$ cat src/rtl/fetch_controller_pkg.sv
// Shared fetch-stage definitions: FSM state encoding and ARMv8 constants.
package fetch_controller_pkg;

  typedef enum logic [1:0] {
    ST_WAIT = 2'd0,
    ST_RUN  = 2'd1,
    ST_HALT = 2'd2
  } fetch_state_t;

  localparam logic [31:0] ARM_NOP  = 32'hD503201F;
  localparam logic [31:0] ARM_HLT0 = 32'hD4400000;

  // Force an address onto a 4-byte instruction boundary.
  function automatic logic [63:0] align_word(input logic [63:0] addr);
    return addr & ~64'd3;
  endfunction

endpackage

$ cat src/rtl/fetch_controller_if.sv
// Fetch-stage bus: hazard/branch inputs, IM port and IF/ID outputs.
interface fetch_controller_if;
  logic        Stall;
  logic        BranchTaken;
  logic [63:0] BranchTarget;
  logic [63:0] Address;
  logic [31:0] Instruction;
  logic [63:0] IF_ID_PC;
  logic [31:0] IF_ID_Instruction;
  logic        IF_ID_Valid;
  logic        Halted;
  logic [31:0] FetchCount;

  modport master (
    input  Stall, BranchTaken, BranchTarget, Instruction,
    output Address, IF_ID_PC, IF_ID_Instruction, IF_ID_Valid, Halted, FetchCount
  );

  modport slave (
    output Stall, BranchTaken, BranchTarget, Instruction,
    input  Address, IF_ID_PC, IF_ID_Instruction, IF_ID_Valid, Halted, FetchCount
  );
endinterface

$ cat src/rtl/fetch_pc_reg.sv
// Program counter with redirect > hold > step priority; step wraps mod 2^64.
module fetch_pc_reg
  import fetch_controller_pkg::*;
#(
  parameter logic [63:0] RESET_PC = 64'h0,
  parameter int unsigned PC_STEP  = 4
) (
  input  logic        clk,
  input  logic        rst,
  input  logic        redirect,
  input  logic        hold,
  input  logic [63:0] target,
  output logic [63:0] pc
);

  logic [63:0] pc_next;

  // Next-PC selection.
  always_comb begin
    if (redirect)  pc_next = align_word(target);
    else if (hold) pc_next = pc;
    else           pc_next = pc + 64'(PC_STEP);
  end

  // PC register.
  always_ff @(posedge clk) begin
    if (rst) pc <= RESET_PC;
    else     pc <= pc_next;
  end

endmodule

$ cat src/rtl/fetch_controller.sv
// Fetch-stage sequencer: start delay, stall, branch redirect/flush, halt.
module fetch_controller
  import fetch_controller_pkg::*;
#(
  parameter logic [63:0] RESET_PC    = 64'h0,
  parameter int unsigned PC_STEP     = 4,
  parameter int unsigned START_DELAY = 2,
  parameter logic [31:0] HALT_WORD   = ARM_HLT0,
  parameter logic [31:0] NOP_WORD    = ARM_NOP
) (
  input  logic CLK,
  input  logic RESET,
  fetch_controller_if.master bus
);

  // A zero start delay skips WAIT entirely, so fetch begins on the first edge after reset.
  localparam fetch_state_t RESET_STATE = (START_DELAY == 0) ? ST_RUN : ST_WAIT;
  localparam logic [31:0]  DELAY_LAST  = (START_DELAY == 0) ? 32'd0 : 32'(START_DELAY - 1);

  fetch_state_t state, state_next;
  logic [31:0]  delay_cnt;
  logic [63:0]  pc;
  logic         is_halt;
  logic         fetch, bubble, pc_hold, halted;
  logic [63:0]  if_id_pc;
  logic [31:0]  if_id_instr;
  logic         if_id_valid;
  logic [31:0]  fetch_count;

  assign is_halt = (bus.Instruction == HALT_WORD);

  fetch_pc_reg #(
    .RESET_PC (RESET_PC),
    .PC_STEP  (PC_STEP)
  ) u_pc (
    .clk      (CLK),
    .rst      (RESET),
    .redirect (bus.BranchTaken),
    .hold     (pc_hold),
    .target   (bus.BranchTarget),
    .pc       (pc)
  );

  // State register and start-delay counter.
  always_ff @(posedge CLK) begin
    if (RESET) begin
      state     <= RESET_STATE;
      delay_cnt <= '0;
    end else begin
      state <= state_next;
      if (state == ST_WAIT) delay_cnt <= delay_cnt + 32'd1;
    end
  end

  // Next-state logic.
  always_comb begin
    state_next = state;
    case (state)
      ST_WAIT: if (delay_cnt == DELAY_LAST) state_next = ST_RUN;
      ST_RUN:  if (!bus.BranchTaken && !bus.Stall && is_halt) state_next = ST_HALT;
      ST_HALT: if (bus.BranchTaken) state_next = ST_RUN;
      default: state_next = RESET_STATE;
    endcase
  end

  // Per-state control: capture, flush, PC hold and halt flag.
  always_comb begin
    fetch   = 1'b0;
    bubble  = 1'b0;
    pc_hold = 1'b1;
    halted  = 1'b0;
    case (state)
      ST_RUN: begin
        if (bus.BranchTaken) begin
          bubble = 1'b1;
        end else if (!bus.Stall) begin
          fetch   = 1'b1;
          pc_hold = is_halt;
        end
      end
      ST_HALT: begin
        halted = 1'b1;
        bubble = 1'b1;
      end
      default: ;
    endcase
  end

  // IF/ID pipeline register and delivered-instruction counter.
  always_ff @(posedge CLK) begin
    if (RESET) begin
      if_id_pc    <= '0;
      if_id_instr <= NOP_WORD;
      if_id_valid <= 1'b0;
      fetch_count <= '0;
    end else if (fetch) begin
      if_id_pc    <= pc;
      if_id_instr <= bus.Instruction;
      if_id_valid <= 1'b1;
      fetch_count <= fetch_count + 32'd1;
    end else if (bubble) begin
      if_id_instr <= NOP_WORD;
      if_id_valid <= 1'b0;
    end
  end

  assign bus.Address           = pc;
  assign bus.IF_ID_PC          = if_id_pc;
  assign bus.IF_ID_Instruction = if_id_instr;
  assign bus.IF_ID_Valid       = if_id_valid;
  assign bus.Halted            = halted;
  assign bus.FetchCount        = fetch_count;

endmodule

$ cat src/flat_wrapper.sv
// flat-port wrapper written by rule: the top's interface ports become plain ports
module fetch_controller_flat import fetch_controller_pkg::*;
#(
  parameter logic [63:0] RESET_PC    = 64'h0,
  parameter int unsigned PC_STEP     = 4,
  parameter int unsigned START_DELAY = 2,
  parameter logic [31:0] HALT_WORD   = ARM_HLT0,
  parameter logic [31:0] NOP_WORD    = ARM_NOP
)
  (CLK, RESET, bus_Stall, bus_BranchTaken, bus_BranchTarget, bus_Instruction, bus_Address, bus_IF_ID_PC, bus_IF_ID_Instruction, bus_IF_ID_Valid, bus_Halted, bus_FetchCount);
  fetch_controller_if bus_i ();
  input  logic CLK;
  input  logic RESET;
  input wire logic [$bits(bus_i.Stall)-1:0] bus_Stall;
  input wire logic [$bits(bus_i.BranchTaken)-1:0] bus_BranchTaken;
  input wire logic [$bits(bus_i.BranchTarget)-1:0] bus_BranchTarget;
  input wire logic [$bits(bus_i.Instruction)-1:0] bus_Instruction;
  output wire logic [$bits(bus_i.Address)-1:0] bus_Address;
  output wire logic [$bits(bus_i.IF_ID_PC)-1:0] bus_IF_ID_PC;
  output wire logic [$bits(bus_i.IF_ID_Instruction)-1:0] bus_IF_ID_Instruction;
  output wire logic [$bits(bus_i.IF_ID_Valid)-1:0] bus_IF_ID_Valid;
  output wire logic [$bits(bus_i.Halted)-1:0] bus_Halted;
  output wire logic [$bits(bus_i.FetchCount)-1:0] bus_FetchCount;
  assign bus_i.Stall = bus_Stall;
  assign bus_i.BranchTaken = bus_BranchTaken;
  assign bus_i.BranchTarget = bus_BranchTarget;
  assign bus_i.Instruction = bus_Instruction;
  assign bus_Address = bus_i.Address;
  assign bus_IF_ID_PC = bus_i.IF_ID_PC;
  assign bus_IF_ID_Instruction = bus_i.IF_ID_Instruction;
  assign bus_IF_ID_Valid = bus_i.IF_ID_Valid;
  assign bus_Halted = bus_i.Halted;
  assign bus_FetchCount = bus_i.FetchCount;
  fetch_controller #(.RESET_PC(RESET_PC), .PC_STEP(PC_STEP), .START_DELAY(START_DELAY), .HALT_WORD(HALT_WORD), .NOP_WORD(NOP_WORD)) u_core (.CLK(CLK), .RESET(RESET), .bus(bus_i));
endmodule
$ cat config.mk
export PLATFORM = sky130hd
export DESIGN_NAME = fetch_controller_flat
export DESIGN_NICKNAME = d
export VERILOG_FILES = /design/src/rtl/fetch_controller_pkg.sv /design/src/rtl/fetch_controller_if.sv /design/src/rtl/fetch_pc_reg.sv /design/src/rtl/fetch_controller.sv /design/src/flat_wrapper.sv
export SDC_FILE = /design/constraint.sdc
export NUM_CORES = 1
export LEC_CHECK = 0
export ABC_AREA = 0
export CAP_MARGIN = 0
export CELL_PAD_IN_SITES_DETAIL_PLACEMENT = 1
export CELL_PAD_IN_SITES_GLOBAL_PLACEMENT = 1
export CORE_ASPECT_RATIO = 0.7
export CORE_MARGIN = 2
export CORE_UTILIZATION = 38
export CTS_BUF_LIST = sky130_fd_sc_hd__clkbuf_8
export DETAILED_ROUTE_END_ITERATION = 16
export GPL_ROUTABILITY_DRIVEN = 1
export PLACE_DENSITY_LB_ADDON = 0.2
export SLEW_MARGIN = 40
export SYNTH_ARGS = -nofsm -noshare
export SYNTH_HDL_FRONTEND = slang
export SYNTH_SLANG_ARGS = --single-unit
$ cat constraint.sdc
create_clock -name CLK -period 5.1 [get_ports CLK]
set_input_delay 1.02 -clock CLK [delete_from_list [all_inputs] [get_ports CLK]]
set_output_delay 1.02 -clock CLK [all_outputs]
set_load 0.03 [all_outputs]
======== Word level (Yosys, flattened, before mapping) ========
Cells that the tools add are included.
cells by class
  shift-type cells ........................ 0
  div/mod/pow operators ................... 0
  magnitude comparators ................... 0
  bitwise gates (word level) .............. 0
  add/subtract/negate cells ............... 3
  reduce and logical (&&, ||, !) cells .... 8
  multiplexer cells ....................... 19
  $mul .................................... 0
  eq/ne operators ......................... 8
operators with widths
  operator                 number
  $mux W64                 2
  $add A32 B1 Y32 const B  2
  $add A64 B3 Y64 const B  1
  $mux W32                 2
  $eq A32 B1 Y1 const B    1
  $eq A32 B32 Y1 const B   1
  $mux W1                  10
  $mux W2                  3
  $ne A2 B2 Y1 const B     3
  $pmux W2 S3              1
  $reduce_and A3 Y1        1
  $eq A2 B1 Y1 const B     1
  $eq A2 B2 Y1 const B     1
  $logic_and A1 B1 Y1      2
  $logic_not A1 Y1         2
  $logic_not A2 Y1         1
  $ne A2 B1 Y1 const B     1
  $pmux W1 S2              1
  $reduce_bool A2 Y1       1
  $reduce_or A2 Y1         1
word-level totals
  memories kept ........................... 0
  latch bits .............................. 0
  flip-flop bits (word level) ............. 227
  bits in writable memories ............... 0
  bits in read-only memories .............. 0
  word-level logic and storage cells ...... 46

======== Longest topological paths before layout ========
  depth after elaboration ................. 6
  mapped depth ............................ 11

======== Modules after synthesis ========
Synthesis repeated with hierarchy kept, for this count alone.
second synthesis, totals
  cell total of the unflattened synthesis .. 1,277
  area, all modules ....................... 10,396.2 um^2
by module, submodules not included
  module            cells an instance  times used  area an instance (um^2)  sequential area each (um^2)
  fetch_controller  802                1           6,618.8                  3,263.1
  fetch_pc_reg      475                1           3,777.4                  1,241.2

======== Worst setup path after synthesis ========
OpenSTA, ideal clock, no wires.
  kind .................................... input port to flip-flop
  from .................................... input bus_BranchTaken
  to ...................................... register u_core.fetch_count[26], in the netlist u_core.bus.FetchCount[26]
  arrival time ............................ 2,768 ps
  library setup time ...................... 128 ps
  stages .................................. 8
  data required time ...................... 4,972 ps
  path slack .............................. 2,205 ps
  buffers on the path ..................... 2
  cells stage by stage .................... clkbuf_1 or3b_1 or3_1 clkbuf_1 nor3_2 and3_1 xnor2_1 nor2_1
between the ends
  word-level cells in the longest chain between the ends .. 2
RTL lines
  what                  line                     text
  from (decl)           flat_wrapper.sv:15       input wire logic [$bits(bus_i.BranchTaken)-1:0] bus_BranchTaken;
  $mux W1               fetch_controller.sv:74   if (bus.BranchTaken) begin
  $mux W1               fetch_controller.sv:72   case (state)
  to (signal assigned)  fetch_controller.sv:100  fetch_count <= fetch_count + 32'd1;
  to (decl)             fetch_controller.sv:28   logic [31:0] fetch_count;
Every way passes these cells.
A chain may end at the register's enable or synchronous reset.

======== Worst setup path after layout ========
  from .................................... input bus_Stall
  to ...................................... register u_core.fetch_count[26], in the netlist u_core.bus.FetchCount[26]
between the ends
  word-level cells in the longest chain between the ends .. 3
RTL lines
  what         line                    text
  from (decl)  flat_wrapper.sv:14      input wire logic [$bits(bus_i.Stall)-1:0] bus_Stall;
  $mux W1      fetch_controller.sv:76  end else if (!bus.Stall) begin
  $mux W1      fetch_controller.sv:74
  $mux W1      fetch_controller.sv:72
Every way passes these cells.

==> flow_metrics.py <==
metrics = {
    "min_path": {
        "hold_depth": 2,
        "worstHoldPathType": "reg -> reg",
    },
    "routing": {
        "wl_per_cell_um": 19.7,
        "firstDrtPassIters": 5,
        "ant_nets": 0,
        "drtIter0Drc": 524,
        "viasPerCell": 5.52,
        "totalWireLength_mm": 37.9,
        "route.vias.total": 10600,
        "drc_errors": 0,
    },
    "clock_network": {
        "htreeDepth": 2,
        "clk_latency_ns": 0.54,
        "ctsResizeCount": 0,
        "clk_pin_slew_ns": 0.06,
        "cts.path.max_buffers": 3,
        "numCtsBuffers": 39,
        "cts.sinks": 223,
        "post-cts-setup-buffer-count": 0,
        "cts_tree": "done",
        "holdBufCountCts": 0,
        "root_buffer": "clkbuf_8",
    },
    "sta": {
        "setup_tns_ns": 0,
        "drv_slew": 0,
        "worstMarginPinSlew_ns": 0.836,
        "setup_viol": 0,
        "hold_viol_final": 0,
        "min_period_ns": 3.42,
        "max-slew-margin-rel_pct": 44.2,
        "finalCritPeriodShare_pct": 67.1,
        "rsz0062_at_grt": "no",
        "fin_hold_ws_ns": 0.452,
        "skew_ns": 0.0114,
        "fmax_mhz": 292,
    },
    "logic_synthesis": {
        "ys_top_cells_by_area": "dfxtp_1 44%, nand2_1 8.1%, a21oi_1 6.1%",
        "yosysTopAreaCellShare_pct": 44.0,
        "yosysSeqAreaShare_pct": 44.0,
        "synth-edff-count": 0,
        "yosys.area.top_type": "dfxtp_1",
        "yosysWarnings": 0,
        "synthesis.area_mm2": 0.0102,
        "async_flop_share_pct": 0,
        "synth_flop_cell": "dfxtp_1",
        "syn_inst": 1271,
        "syn_avg_cell_area_um2": 7.99,
        "yosysUniqueCellTypes": 65,
        "ys_ff_latch": 223,
    },
    "power": {
        "seqPwrFrac_pct": 45.1,
        "p_sw_mw": 1.28,
        "p_clk_share_pct": 38.0,
        "comb_power_share_pct": 16.9,
        "powerDensity_mw_per_mm2": 303,
        "peakVddDrop_mv": 0.177,
        "leakagePower_nw": 4.68,
        "p_int_mw": 2.98,
        "swShare_pct": 30.1,
    },
    "place": {
        "gp_congestion": 0.824,
        "portBuffers": 287,
        "place_area_mm2": 0.0133,
        "hpwlAfterDp_mm": 27.0,
    },
    "global_route": {
        "grt_pass1_vias": 10600,
        "grt_overflow": 0,
        "grt_use_total_pct": 26.4,
        "grt_max_degree": 123,
        "grt_pass1_wl_mm": 59.0,
        "antenna_found_initial": 1,
    },
    "run": {
        "cap_violations": 0,
    },
    "critical_path": {
        "cp.arrival_ns": 3.82,
        "crit_path_start_kind": "input port",
        "crit_path_cell_trace": "clkdlybuf4s50_1 -> or3b_4 -> buf_4 -> or3_1 -> nor3_2 -> and3_1 -> xnor2_1 -> nor2_1",
        "rrSetupSlack_ns": 1.93,
        "r2r_cells": 8,
        "critPathSlowestCell": "or3_1",
        "cpPeakStageDelay_ns": 0.57,
        "end_kind": "register",
        "crit_path_max_fanout": 41,
        "cp_data_required_time_ns": 5.50,
        "critPathKind": "in -> reg",
    },
    "die": {
        "rows": 50,
        "chipHeight_um": 141,
        "die_w_um": 199,
        "pin_count": 294,
        "initial_core_util_pct": 38.3,
        "die_area_mm2": 0.0281,
        "fp.coreArea_mm2": 0.0265,
    },
    "finish": {
        "layout.nets": 1642,
        "drive_gt1_share_pct": 6.04,
        "fin_area_mm2": 0.0141,
        "area_growth_syn_to_layout_pct": 38.4,
        "final_cell_mix": "285 x clkdlybuf4s50_1, 223 x dfxtp_1, 220 x nand2_1",
        "final_common_cell": "clkdlybuf4s50_1",
    },
    "outcome": {
        "outcome": "finished clean",
    },
}
## Yosys cell counts (4+ instances only)
cell type,n
a22oi_1,4
nand4_1,41
and4_1,17
buf_1,11
o211ai_1,7
o21ai_0,20
o21bai_1,13
ha_1,8
and3_1,17
a21oi_1,123
nor4_1,30
nand2_1,220
or2_2,5
o311ai_0,11
xor2_1,36
or3_1,18
a31oi_1,13
or4_1,6
a311oi_1,7
nand3_1,65
buf_4,4
clkbuf_1,63
buf_2,4
a211oi_1,23
inv_1,17
nor2_1,127
nor3_1,45
xnor2_1,41
nor4b_1,6
dfxtp_1,223
mux2i_1,4
## kinds of logic (layout without fill, tap and decap cells)
| logic type | Yosys count | after routing | share of synthesized area (%) |
|---|---|---|---|
| AOI/OAI and AO/OA | 236 | 236 | 14.2 |
| other | 1 | 6 | 0.0369 |
| buffers and inverters | 101 | 384 | 3.94 |
| muxes | 6 | 6 | 0.616 |
| adders and majority gates | 8 | 8 | 0.986 |
| and+or+nand+nor | 619 | 619 | 29.6 |
| DFF | 223 | 223 | 44.0 |
| xor gates and xnor gates | 77 | 77 | 6.64 |
## through the flow
step	setup WS, ns	cells	util [%]	total power, mW
after floorplan	2.20	1274	-	2.34
after global placement	1.19	1857	50.1	2.66
after detailed placement	1.17	1857	50.1	2.68
after CTS	1.73	1921	52.9	4.31
after global routing	1.55	1921	53.0	4.45
final	1.68	1923	53.0	4.26
## per-layer routing
layer	GRT usage [%]	up-vias	wire length [um]
li1	-	5027	-
met1	37.4	5204	17800
met2	40.4	335	16500
met3	6.44	55	2880
met4	6.51	0	694
met5	0	-	0
## worst paths after layout
check | start | endpoint
worst max-delay path | bus_Stall | u_core.bus.FetchCount[26]
worst max register to register | u_core.u_pc.pc[2] | u_core.u_pc.pc[32]
worst min-delay path | u_core.bus.IF_ID_PC[42] | u_core.bus.IF_ID_PC[42]
worst min register to register | u_core.bus.IF_ID_PC[42] | u_core.bus.IF_ID_PC[42]
## layout make-up
class | instances | area [um^2]
timing repair buffer | 302 | 2990
antenna | 2 | 5.00
sequential | 223 | 4460
clock inverter | 14 | 57.6
fill | 3192 | 12500
inverter | 18 | 70.1
tap | 364 | 455
multi-input combinational | 950 | 5330
clock buffer | 50 | 688
## power by group through the flow
stage | sequential (mW) | clock, mW | combinational [mW]
floorplan | 2.05 | 0 | 0.284
global placement | 1.95 | 0 | 0.701
detailed placement | 1.96 | 0 | 0.719
CTS | 1.92 | 1.67 | 0.723
global route | 1.93 | 1.74 | 0.774
finish | 1.92 | 1.62 | 0.721
## registers in the layout, summed over array words and instances, names as in the netlist
register / count
u_core.u_pc.pc: 62
u_core.state: 2
u_core.bus.IF_ID_Instruction: 32
u_core.bus.FetchCount: 32
u_core.bus.IF_ID_PC: 62
u_core.delay_cnt: 32
u_core.bus.IF_ID_Valid: 1
## worst max-delay path: cells and delay by family
family | cells | cell delay [ns]
xor+xnor | 1 | 0.12
buf+inv | 2 | 0.81
simple gates | 5 | 1.86
Note: power is estimated with default switching activity, not from simulation.
